File: config.mk
export PLATFORM = sky130hd
export DESIGN_NAME = pcileech_ft601_tx_sched
export DESIGN_NICKNAME = d
export VERILOG_FILES = /design/src/rtl/pcileech_ft601_tx_pkg.sv /design/src/rtl/pcileech_rr_arb.sv /design/src/rtl/pcileech_ft601_tx_sched.sv
export SDC_FILE = /design/constraint.sdc
export NUM_CORES = 1
export LEC_CHECK = 0
export CORE_UTILIZATION = 39
export CTS_BUF_LIST = sky130_fd_sc_hd__clkbuf_16
export CTS_CLUSTER_SIZE = 28
export DETAILED_ROUTE_END_ITERATION = 8
export GPL_TIMING_DRIVEN = 1
export HOLD_SLACK_MARGIN = 0.05
export PLACE_DENSITY = 0.81
export SYNTH_ARGS = -nofsm -noshare
export SYNTH_HDL_FRONTEND = slang
export SYNTH_SLANG_ARGS = --single-unit
File: constraint.sdc
create_clock -name clk -period 2.5 [get_ports clk]
set_input_delay 0.375 -clock clk [delete_from_list [all_inputs] [get_ports clk]]
set_output_delay 0.375 -clock clk [all_outputs]
set_load 0.05 [all_outputs]
File: src/rtl/pcileech_ft601_tx_pkg.sv
// Shared types and framing helpers for the FT601 transmit scheduler.
// Header/trailer words let host software demultiplex the interleaved bursts.
package pcileech_ft601_tx_pkg;

    typedef enum logic [1:0] {
        ST_IDLE,
        ST_HDR,
        ST_DATA,
        ST_TRL
    } tx_state_e;

    localparam logic [3:0] HDR_TAG = 4'hE;
    localparam logic [3:0] TRL_TAG = 4'hF;

    function automatic logic [31:0] make_header(input logic [3:0] id);
        return {HDR_TAG, id, 24'h00_0000};
    endfunction

    function automatic logic [31:0] make_trailer(input logic [3:0] id, input logic [15:0] count);
        return {TRL_TAG, id, 8'h00, count};
    endfunction

endpackage

File: src/rtl/pcileech_rr_arb.sv
// Combinational round-robin picker: first active request at or after ptr_i, wrapping.
module pcileech_rr_arb #(
    parameter int unsigned NUM_SRC = 4,
    parameter int unsigned IW      = 2
) (
    input  logic [NUM_SRC-1:0] req_i,
    input  logic [IW-1:0]      ptr_i,
    output logic [IW-1:0]      gnt_idx_o,
    output logic               gnt_any_o
);

    always_comb begin
        logic [IW:0]   sum;
        logic [IW-1:0] idx;
        // NOTE: every output and temporary gets a default before any branch, so no latch is inferred.
        sum       = '0;
        idx       = '0;
        gnt_idx_o = '0;
        gnt_any_o = 1'b0;
        for (int i = 0; i < NUM_SRC; i++) begin
            sum = {1'b0, ptr_i} + (IW+1)'(i);
            if (sum >= (IW+1)'(NUM_SRC)) begin
                sum = sum - (IW+1)'(NUM_SRC);
            end
            idx = sum[IW-1:0];
            if (!gnt_any_o && req_i[idx]) begin
                gnt_any_o = 1'b1;
                gnt_idx_o = idx;
            end
        end
    end

endmodule

File: src/rtl/pcileech_ft601_tx_sched.sv
// Round-robin scheduler multiplexing word streams into the FT601 TX path,
// framing each grant with header/trailer and pacing on din_req_data.
module pcileech_ft601_tx_sched
    import pcileech_ft601_tx_pkg::*;
#(
    parameter int unsigned NUM_SRC   = 4,
    parameter int unsigned MAX_BURST = 64
) (
    input  logic                    clk,
    input  logic                    rst,
    input  logic [NUM_SRC*32-1:0]   src_data,
    input  logic [NUM_SRC-1:0]      src_valid,
    input  logic [NUM_SRC-1:0]      src_last,
    output logic [NUM_SRC-1:0]      src_ready,
    output logic [31:0]             din,
    output logic                    din_wr_en,
    input  logic                    din_req_data
);

    localparam int unsigned IW = (NUM_SRC > 1) ? $clog2(NUM_SRC) : 1;
    localparam int unsigned CW = $clog2(MAX_BURST + 1);
    localparam logic [CW-1:0] LAST_CNT = CW'(MAX_BURST - 1);

    tx_state_e     state_q, state_d;
    logic [IW-1:0] gnt_id_q, gnt_id_d;
    logic [IW-1:0] rr_ptr_q, rr_ptr_d;
    logic [CW-1:0] cnt_q, cnt_d;
    logic [31:0]   din_q, din_d;
    logic          din_wr_en_q, din_wr_en_d;

    logic [IW-1:0] arb_idx;
    logic          arb_any;
    logic [31:0]   src_word [NUM_SRC];

    for (genvar g = 0; g < NUM_SRC; g++) begin : g_unpack
        assign src_word[g] = src_data[g*32 +: 32];
    end

    pcileech_rr_arb #(
        .NUM_SRC (NUM_SRC),
        .IW      (IW)
    ) u_arb (
        .req_i     (src_valid),
        .ptr_i     (rr_ptr_q),
        .gnt_idx_o (arb_idx),
        .gnt_any_o (arb_any)
    );

    always_comb begin
        state_d     = state_q;
        gnt_id_d    = gnt_id_q;
        rr_ptr_d    = rr_ptr_q;
        cnt_d       = cnt_q;
        din_d       = din_q;
        din_wr_en_d = 1'b0;
        src_ready   = '0;

        unique case (state_q)
            ST_IDLE: begin
                if (arb_any) begin
                    gnt_id_d = arb_idx;
                    cnt_d    = '0;
                    state_d  = ST_HDR;
                end
            end
            ST_HDR: begin
                if (din_req_data) begin
                    din_d       = make_header(4'(gnt_id_q));
                    din_wr_en_d = 1'b1;
                    state_d     = ST_DATA;
                end
            end
            ST_DATA: begin
                src_ready[gnt_id_q] = din_req_data;
                if (din_req_data && src_valid[gnt_id_q]) begin
                    din_d       = src_word[gnt_id_q];
                    din_wr_en_d = 1'b1;
                    cnt_d       = cnt_q + 1'b1;
                    // Truncated packets resume in a later grant; the trailer count marks the cut.
                    if (src_last[gnt_id_q] || cnt_q == LAST_CNT) begin
                        state_d = ST_TRL;
                    end
                end
            end
            ST_TRL: begin
                if (din_req_data) begin
                    din_d       = make_trailer(4'(gnt_id_q), 16'(cnt_q));
                    din_wr_en_d = 1'b1;
                    rr_ptr_d    = (gnt_id_q == IW'(NUM_SRC - 1)) ? '0 : gnt_id_q + 1'b1;
                    state_d     = ST_IDLE;
                end
            end
            default: state_d = ST_IDLE;
        endcase
    end

    // NOTE: sequential state uses non-blocking assignments so every register samples pre-edge values.
    always_ff @(posedge clk) begin
        if (rst) begin
            state_q     <= ST_IDLE;
            gnt_id_q    <= '0;
            rr_ptr_q    <= '0;
            cnt_q       <= '0;
            din_q       <= '0;
            din_wr_en_q <= 1'b0;
        end else begin
            state_q     <= state_d;
            gnt_id_q    <= gnt_id_d;
            rr_ptr_q    <= rr_ptr_d;
            cnt_q       <= cnt_d;
            din_q       <= din_d;
            din_wr_en_q <= din_wr_en_d;
        end
    end

    assign din       = din_q;
    assign din_wr_en = din_wr_en_q;

endmodule

==> results.sh, run 1 <==
export IMPL_mappedNetlistNets=454
export IMPL_detail_route_antenna_nets=0
export IMPL_maxCapViolCount=0
export IMPL_ys_seq_area_share_pct=29.2
export IMPL_wl_per_cell_um=17.8
export IMPL_insertion_delay_ps=280
export IMPL_grt_max_degree=39
export IMPL_grt_overflow_total=0
export IMPL_first_global_vias=3203
export IMPL_max_stage_delay_ps=490
export IMPL_cp_arrival_ps=1850
export IMPL_synth_ff_type="dfxtp_1"
export IMPL_setup_tns_ps=0
export IMPL_max_freq_mhz=449
export IMPL_post_cts_buffers=0
export IMPL_crit_path_start_kind="flop"
export IMPL_ys_async_sr_fraction_pct=0
export IMPL_dieArea_mm2=0.00846
export IMPL_min_path_type="reg2reg"
export IMPL_drv_slew=0
export IMPL_vias=3245
export IMPL_ir_drop_mv=0.491
export IMPL_total_power_w=0.00414
export IMPL_hold_viol=0
export IMPL_critPathKind="reg2out"
export IMPL_drtIter0Drc=165
export IMPL_clock_sinks=46
export IMPL_fillers=613
export IMPL_ys_top_cells_by_area="dfxtp_1 29%, mux4_2 24%, a21oi_1 7.1%"
export IMPL_die_h_um=92.0
export IMPL_drc=0
export IMPL_crit_fanout=21
export IMPL_p_per_area_mw_per_mm2=797
export IMPL_tightest_slew_ps=846
export IMPL_yosys_area_top_type="dfxtp_1"
export IMPL_fin_worst_skew_ps=5.51
export IMPL_crit_chain="buf_4 > inv_1 > ha_1 > and3_1 > buf_12"
export IMPL_power_leakage_nw=1.74
export IMPL_final_nets=617
export IMPL_fin_ws_ps=275
export IMPL_drive_above_1_share_pct=16.0
export IMPL_synth_most_common_cell="dfxtp_1"
export IMPL_ys_ff_latch=46
export IMPL_critical_path_required_ps=2120
export IMPL_status="finished, final reports clean"
export IMPL_core_mm2=0.00777
export IMPL_cts_resized=0
export IMPL_pre_cts_ws_ps=21.0
export IMPL_syn_avg_cell_area_um2=10.4
export IMPL_area_growth_syn_to_layout_pct=64.4
export IMPL_hpwl_mm=7.79
export IMPL_setup_worst_path_end_class="output port"
export IMPL_rows=32
export IMPL_synth_common_cells="46 x dfxtp_1, 45 x a21oi_1, 34 x mux4_2, 20 x o21ai_0"
export IMPL_rsz0062_at_grt="false"
export IMPL_finalCriticalPeriod_ps=2220
export IMPL_cts_hold_buf=0
export IMPL_grt_pass1_wl_mm=15.8
export IMPL_numCtsBuffers=5
export IMPL_firstDrtPassIters=4
export IMPL_slowest_stage="dfxtp_2"
export IMPL_finalCritPeriodShare_pct=89.0
export IMPL_cts_tree="yes"
export IMPL_antenna_found_initial=0
export IMPL_io_pins=176
export IMPL_ctsRootBufferMaster="clkbuf_16"
export IMPL_grt_total_usage_pct=23.9
export IMPL_clkTransAtPathRegs_ps=60
export IMPL_wl_mm=10.2
export IMPL_ys_warn_count=0
export IMPL_ys_types=45
export IMPL_start_util_pct=40.6
export IMPL_netlist_area_leader_share_pct=29.2
export IMPL_syn_inst=305
export IMPL_place_congestion=0.843
export IMPL_clockBufferDepth=2
export IMPL_relSlewSlack_pct=43.6
export IMPL_antenna_cells=0
export IMPL_setup_viol=0
export IMPL_die_x_um=92.0
export IMPL_synth_edff_count=0
export IMPL_htree_levels=2
export IMPL_syn_area_mm2=0.00316
export IMPL_port_buffers=175
export IMPL_vias_per_cell=5.68
[layer usage]
metal / vias up / routed length [µm] / track usage, %
li1: 1541 / - / -
met1: 1551 / 4130 / 30.3
met2: 149 / 5290 / 42.5
met3: 4 / 705 / 3.81
met4: 0 / 51 / 5.73
met5: - / 0 / 0
[cells in the final DEF (no fill, tap or decap), types with 9 or more instances in the layout]
| cell type | Yosys | routed |
|---|---|---|
| a22oi_1 | 9 | 9 |
| o21ai_0 | 20 | 20 |
| nand2_1 | 9 | 9 |
| clkdlybuf4s50_1 | 0 | 170 |
| a21oi_1 | 45 | 45 |
| nand4_1 | 19 | 19 |
| inv_1 | 9 | 9 |
| a311oi_2 | 9 | 9 |
| ha_1 | 10 | 10 |
| dfxtp_1 | 46 | 44 |
| buf_4 | 3 | 14 |
| mux4_2 | 34 | 34 |
[state kept, by name, indices dropped and copies added, names as in the netlist]
name,flops
din,32
cnt_q,7
gnt_id_q,2
rr_ptr_q,2
state_q,2
din_wr_en,1
[power breakdown]
group	total [W]	internal [W]	switching, W
clock	0.000750	0.000471	0.000279
sequential	0.000976	0.000875	0.000101
combinational	0.00241	0.000996	0.00141
total	0.00414	0.00234	0.00179
[metrics by stage]
stage | instances | utilization, % | hold slack [ps] | area, µm²
finish | 571 | 66.8 | 473 | 5190
global route | 571 | 66.8 | 498 | 5190
CTS | 571 | 66.8 | 475 | 5190
detailed placement | 563 | 64.6 | 466 | 5020
global placement | 563 | 64.6 | 461 | 5020
floorplan | 305 | - | 479 | 3160
[final cells by class]
type	instances	area (µm²)	area share [%]
well taps	102	128	2.46
clock buffers	5	125	2.41
inverters	9	33.8	0.651
flip-flops and latches	46	923	17.8
clock inverters	3	45.0	0.868
multi-input cells	217	2040	39.4
repair buffers	189	1890	36.5
[kinds of logic (layout without fill, tap and decap cells)]
logic type / count (synthesis) / after routing / share of synthesized area (%)
AOI/OAI and AO/OA: 105 / 105 / 23.7
and+or+nand+nor: 65 / 65 / 11.8
DFF: 46 / 46 / 29.2
buffers and inverters: 42 / 206 / 6.10
muxes: 37 / 37 / 25.2
adders and majority gates: 10 / 10 / 3.96
[worst max-delay path: cells and delay by family (launching register included)]
| kind | cells | cell delay, ps |
|---|---|---|
| fa+ha+maj | 1 | 200 |
| buf+inv | 3 | 670 |
| flops | 1 | 490 |
| simple gates | 1 | 190 |
[path summary, 6_finish.rpt]
check	startpoint	end	depth (start not counted)	slack, ps
max	gnt_id_q[0]	src_ready[0]	5	280
min	din[11]	din[11]	2	470
max reg2reg	state_q[0]	cnt_q[5]	6	390
min reg2reg	din[11]	din[11]	2	470
Note: power is estimated with default switching activity, not from simulation.
==> run 2: changes to the inputs <==
--- a/config.mk
+++ b/config.mk
@@ -5,6 +5,7 @@
 export SDC_FILE = /design/constraint.sdc
 export NUM_CORES = 1
 export LEC_CHECK = 0
+export CAP_MARGIN = 5
 export CORE_UTILIZATION = 39
 export CTS_BUF_LIST = sky130_fd_sc_hd__clkbuf_16
 export CTS_CLUSTER_SIZE = 28
==> results of run 2 <==
Final layout, timing and power as in run 1 (identical DEF).
==> edit 1: new RTL, settings of run 1 <==
`NUM_SRC` is set to 4 in 2 places; all go to 2.
--- a/src/rtl/pcileech_rr_arb.sv
+++ b/src/rtl/pcileech_rr_arb.sv
@@ -2,3 +2,3 @@
 module pcileech_rr_arb #(
-    parameter int unsigned NUM_SRC = 4,
+    parameter int unsigned NUM_SRC = 2,
     parameter int unsigned IW      = 2
--- a/src/rtl/pcileech_ft601_tx_sched.sv
+++ b/src/rtl/pcileech_ft601_tx_sched.sv
@@ -5,3 +5,3 @@
 #(
-    parameter int unsigned NUM_SRC   = 4,
+    parameter int unsigned NUM_SRC   = 2,
     parameter int unsigned MAX_BURST = 64
Interface: changed (resized src_data, src_last, src_ready and src_valid); port bits go from 176 to 106. The function was not compared with the original's and may differ.
==> edit 1 against run 1 <==
- sequential power down 7.0%
- largest cell class unchanged
- sequential cell count decreased by 2
- critical path depth is 1 higher
- combinational power is 23% lower
- setup slack gained 0.16 ns
- largest power group unchanged
- total power shrank 18%
- final cell count is 21% lower
- final area down 29%
- register-to-register slack improved by 0.05 ns
- routed wire length is 33% lower
- critical endpoint is now din[29]$_SDFFE_PP0P_
- synthesized area decreased by 25%
- highest routed layer unchanged
==> edit 1: results (changes against run 1) <==
Outcome
Result of the run: complete, no violations (unchanged).

Timing
The setup clock skew after layout is 0.003279 ns (was 0.005515 ns). The actual transition at the worst max-transition pin is 0.6873 ns (was 0.8457 ns).

Logic synthesis
The sequential share of the synthesized area came to 0.3721 (was 0.2917). Most area-consuming cells after synthesis: dfxtp_1 37%, mux2_2 10%, a21oi_1 9.9% (was dfxtp_1 29%, mux4_2 24%, a21oi_1 7.1%). The net count after synthesis came to 350 (was 454).

Power and ir drop
The worst supply voltage drop on vdd is 0.5014 mV (was 0.4913 mV). The leakage component of the power was 1.284 nW (was 1.737 nW).

Global routing
The largest net degree at the start of global routing came to 25 (was 39). The overall track demand over capacity in global routing was 0.2175 (was 0.2394). The global-route wire length before repair was 10,950 um (was 15,850 um). The number of global-route vias before repair was 2,399 (was 3,203).

Placed design
The placer's final routability congestion estimate is 0.8446 (was 0.8426). The count of buffers from port buffering is 105 (was 175). The post-DP HPWL is 5095 um (was 7790 um).

The instance area after placement came to 3536 sq um (was 5020 sq um).

Drt
The total number of vias is 2,496 (was 3,245). The per-cell routed wire length was 15.20 um (was 17.82 um). The count of routing violations after the opening detailed-route iteration is 105 (was 165).

Worst setup path
The data arrival time of the critical path is 2.18 ns (was 1.85 ns). The stage delay of the slowest cell on the critical path is 0.54 ns (was 0.49 ns). The top fanout value on the critical path is 11 (was 21).

The cell at the slowest stage of the critical path is nor2_1 (was dfxtp_2). The kind of cell adding the most delay to the critical path is simple AND/OR/NAND/NOR gates (was buffers and inverters).

Final layout
The flip-flop count of the largest register after layout is 32 (unchanged). The fraction of final layout cells sized beyond drive strength 1 was 0.1333 (was 0.1599). The number of nets in the layout is 451 (was 617).
==> edit 1: stage by stage <==
step           instances  setup slack [ns]
2_1_floorplan        273            0.1437
3_3_place_gp         442            0.4591
3_5_place_dp         442            0.4018
4_1_cts              450            0.4438
5_1_grt              450            0.2642
6_report             450            0.4402
==> edit 1: power breakdown <==
part	internal, mW	switching (mW)	leakage, nW
Sequential	0.829	0.0783	0.358
Clock	0.363	0.262	0.0687
Combinational	0.675	1.18	0.857
==> edit 1: final timing paths <==
| kind | start | endpoint | slack [ns] |
|---|---|---|---|
| min | din[18]$_SDFFE_PP0P_ | din[18]$_SDFFE_PP0P_ | 0.48 |
| max | state_q[0]$_SDFFE_PP0P_ | din[29]$_SDFFE_PP0P_ | 0.44 |
| max reg2reg | state_q[0]$_SDFFE_PP0P_ | din[29]$_SDFFE_PP0P_ | 0.44 |
| min reg2reg | din[18]$_SDFFE_PP0P_ | din[18]$_SDFFE_PP0P_ | 0.48 |
==> edit 1: per-layer routing <==
metal | up-vias | track usage | wire [um] | part of all wire
met1 | 1160 | 0.2618 | 2795 | 0.41
met5 | - | 0 | 0 | 0
met2 | 107 | 0.3915 | 3351 | 0.49
li1 | 1221 | - | - | -
met3 | 8 | 0.03771 | 636 | 0.093
met4 | 0 | 0.06429 | 54 | 0.0079
==> edit 1: cell families after synthesis <==
kind of cell / synth area share
buf+inv: 0.05867
compound gates: 0.2474
mux: 0.1612
fa+ha+maj: 0.03171
simple gates: 0.1290
flops: 0.3721
==> edit 1: area by class of cell <==
class,count,area (sq um)
clock buffer,5,125.1
clock inverter,3,15.01
fill,519,2210
inverter,8,30.03
multi-input combinational,196,1354
sequential,44,882.1
tap,75,93.84
timing repair buffer,119,1176
==> edit 2: new RTL, config.mk and constraints of run 1 <==
Without the edit above. Make the reset (`rst`) asynchronous in one clocked block.
--- a/src/rtl/pcileech_ft601_tx_sched.sv
+++ b/src/rtl/pcileech_ft601_tx_sched.sv
@@ -97,3 +97,3 @@
     // NOTE: sequential state uses non-blocking assignments so every register samples pre-edge values.
-    always_ff @(posedge clk) begin
+    always_ff @(posedge clk or posedge rst) begin
         if (rst) begin
Check against the original RTL: differs if rst is asserted again (counterexample within 4 cycles, from zero or initial values and one cycle with rst high); with rst held inactive, the same outputs for 10 cycles.
==> edit 2 against run 1 <==
- non-clock buffer count down 6
- final cell count down 1.9%
- combinational power up 28%
- total power rose by 17%
- synthesized area decreased by 2.2%
- sequential cell count unchanged
- largest cell class is now buffers
- setup slack improved by 0.12 ns
- maximum frequency grew 5.8%
- count of clock-buffer cells in the layout unchanged
- first-iteration DRC count down 27%
- routed wire length down 12%
- final area fell by 1.2%
- via count down 9.2%
- synthesized cell count fell by 5.2%
==> edit 2: results (changes against run 1) <==
Worst setup path
The cell at the slowest stage of the critical path is ha_2 (was dfxtp_2). The data arrival time of the critical path is 2.26 ns (was 1.85 ns). The top fanout value on the critical path is 29 (was 21). The end point of the critical path is cnt_q[5]$_DFFE_PP0P_ (was src_ready[0]). The start of the worst register-to-register path is state_q[0]$_DFFE_PP0P_ (was state_q[0]$_SDFFE_PP0P_). The type of the setup path with the least slack is flop to flop (was flop to primary output). The stage delay of the slowest cell on the critical path was 0.43 ns (was 0.49 ns).

Outcome
Result of the run: complete, no violations (unchanged).

Global routing
The largest net degree at the start of global routing is 65 (was 39). The overall track demand over capacity in global routing came to 0.2245 (was 0.2394). The global-route wire length before repair is 14,650 um (was 15,850 um).

The met1 demand-to-capacity share in global routing is 0.2751 (was 0.3026). The met3 global-route usage is 0.04104 (was 0.03814). The met2 demand-to-capacity share in global routing came to 0.4116 (was 0.4254).

Placed design
The post-DP HPWL is 7226 um (was 7790 um). The count of placed standard cells including taps came to 552 (was 563). The instance area after placement is 4990 sq um (was 5020 sq um). The placer's final routability congestion estimate is 0.8231 (was 0.8426).

Logic synthesis
The area fraction in compound gates after synthesis was 0.1386 (was 0.2374). The fraction of synthesized cell area in xor and xnor cells is 0.01135 (was 0). The share of synthesized flip-flops with an asynchronous set or reset came to 1.000 (was 0). Most area-consuming cells after synthesis: dfrtp_1 37%, mux4_2 25%, nand2_1 7.4% (was dfxtp_1 29%, mux4_2 24%, a21oi_1 7.1%). The primary flip-flop cell chosen by synthesis mapping is dfrtp_1 (was dfxtp_1). The synthesized netlist cell count came to 289 (was 305). The mux contribution to synthesized area came to 0.2582 (was 0.2521). The count of different cell masters after synthesis came to 43 (was 45). Top post-synthesis cells by count: 61 x nand2_1, 46 x dfrtp_1, 34 x mux4_2 (was 46 x dfxtp_1, 45 x a21oi_1, 34 x mux4_2).

The sequential share of the synthesized area is 0.3729 (was 0.2917). The post-synthesis share of cell area spent on full adders, half adders and majority gates is 0.04054 (was 0.03964). The net count after synthesis was 438 (was 454).

Drt
The count of routing violations after the opening detailed-route iteration is 121 (was 165). The overall routed net length is 8994 um (was 10,170 um). The total number of vias was 2,947 (was 3,245).

Timing
The actual transition at the worst max-transition pin is 0.5561 ns (was 0.8457 ns). The post-route worst hold slack is 0.4604 ns (was 0.4727 ns). The setup clock skew after layout is 0.008120 ns (was 0.005515 ns).

Power and ir drop
The switching part of the total power is 0.4482 (was 0.4336). The leakage component of the power was 2.039 nW (was 1.737 nW). The cell area power density is 944.4 nW/um^2 (was 796.9 nW/um^2). The worst supply voltage drop on vdd is 0.4677 mV (was 0.4913 mV). The logic gate share of total power came to 0.637 (was 0.582). The sequential power share was 0.234 (was 0.236).

Final layout
The number of nets in the layout was 606 (was 617). The filler-free cell count of the finished design is 560 (was 571). The fraction of final layout cells sized beyond drive strength 1 is 0.1266 (was 0.1599).

Hold path
The class of the tightest hold or removal check was primary input to async pin (was flop to flop).
[edit 2: kinds of logic (layout without fill, tap and decap cells)]
logic type	Yosys count	after routing
DFF	46	46
buffers and inverters	31	200
and+or+nand+nor	93	93
AOI/OAI and AO/OA	68	68
xor gates and xnor gates	4	4
muxes	37	37
adders and majority gates	10	10
[edit 2: layer usage]
layer,vias up,part of all wire
met5,-,0
met3,6,0.058
met1,1415,0.41
met2,116,0.53
li1,1410,-
met4,0,0.0066
[edit 2: layout make-up]
type,count,area (sq um)
Tap cell,102,127.6
Fill cell,619,2561
Clock inverter,3,11.26
Clock buffer,5,125.1
Sequential cell,46,1152
Inverter,9,33.78
Timing Repair Buffer,183,1877
Multi-Input combinational cell,212,1799
[edit 2: through the flow]
stage / util / setup WS, ns
finish: 0.6668 / 0.3968
global placement: 0.6491 / 0.3303
CTS: 0.6668 / 0.3800
global route: 0.6668 / 0.2094
detailed placement: 0.6491 / 0.2568
floorplan: - / 0.4582
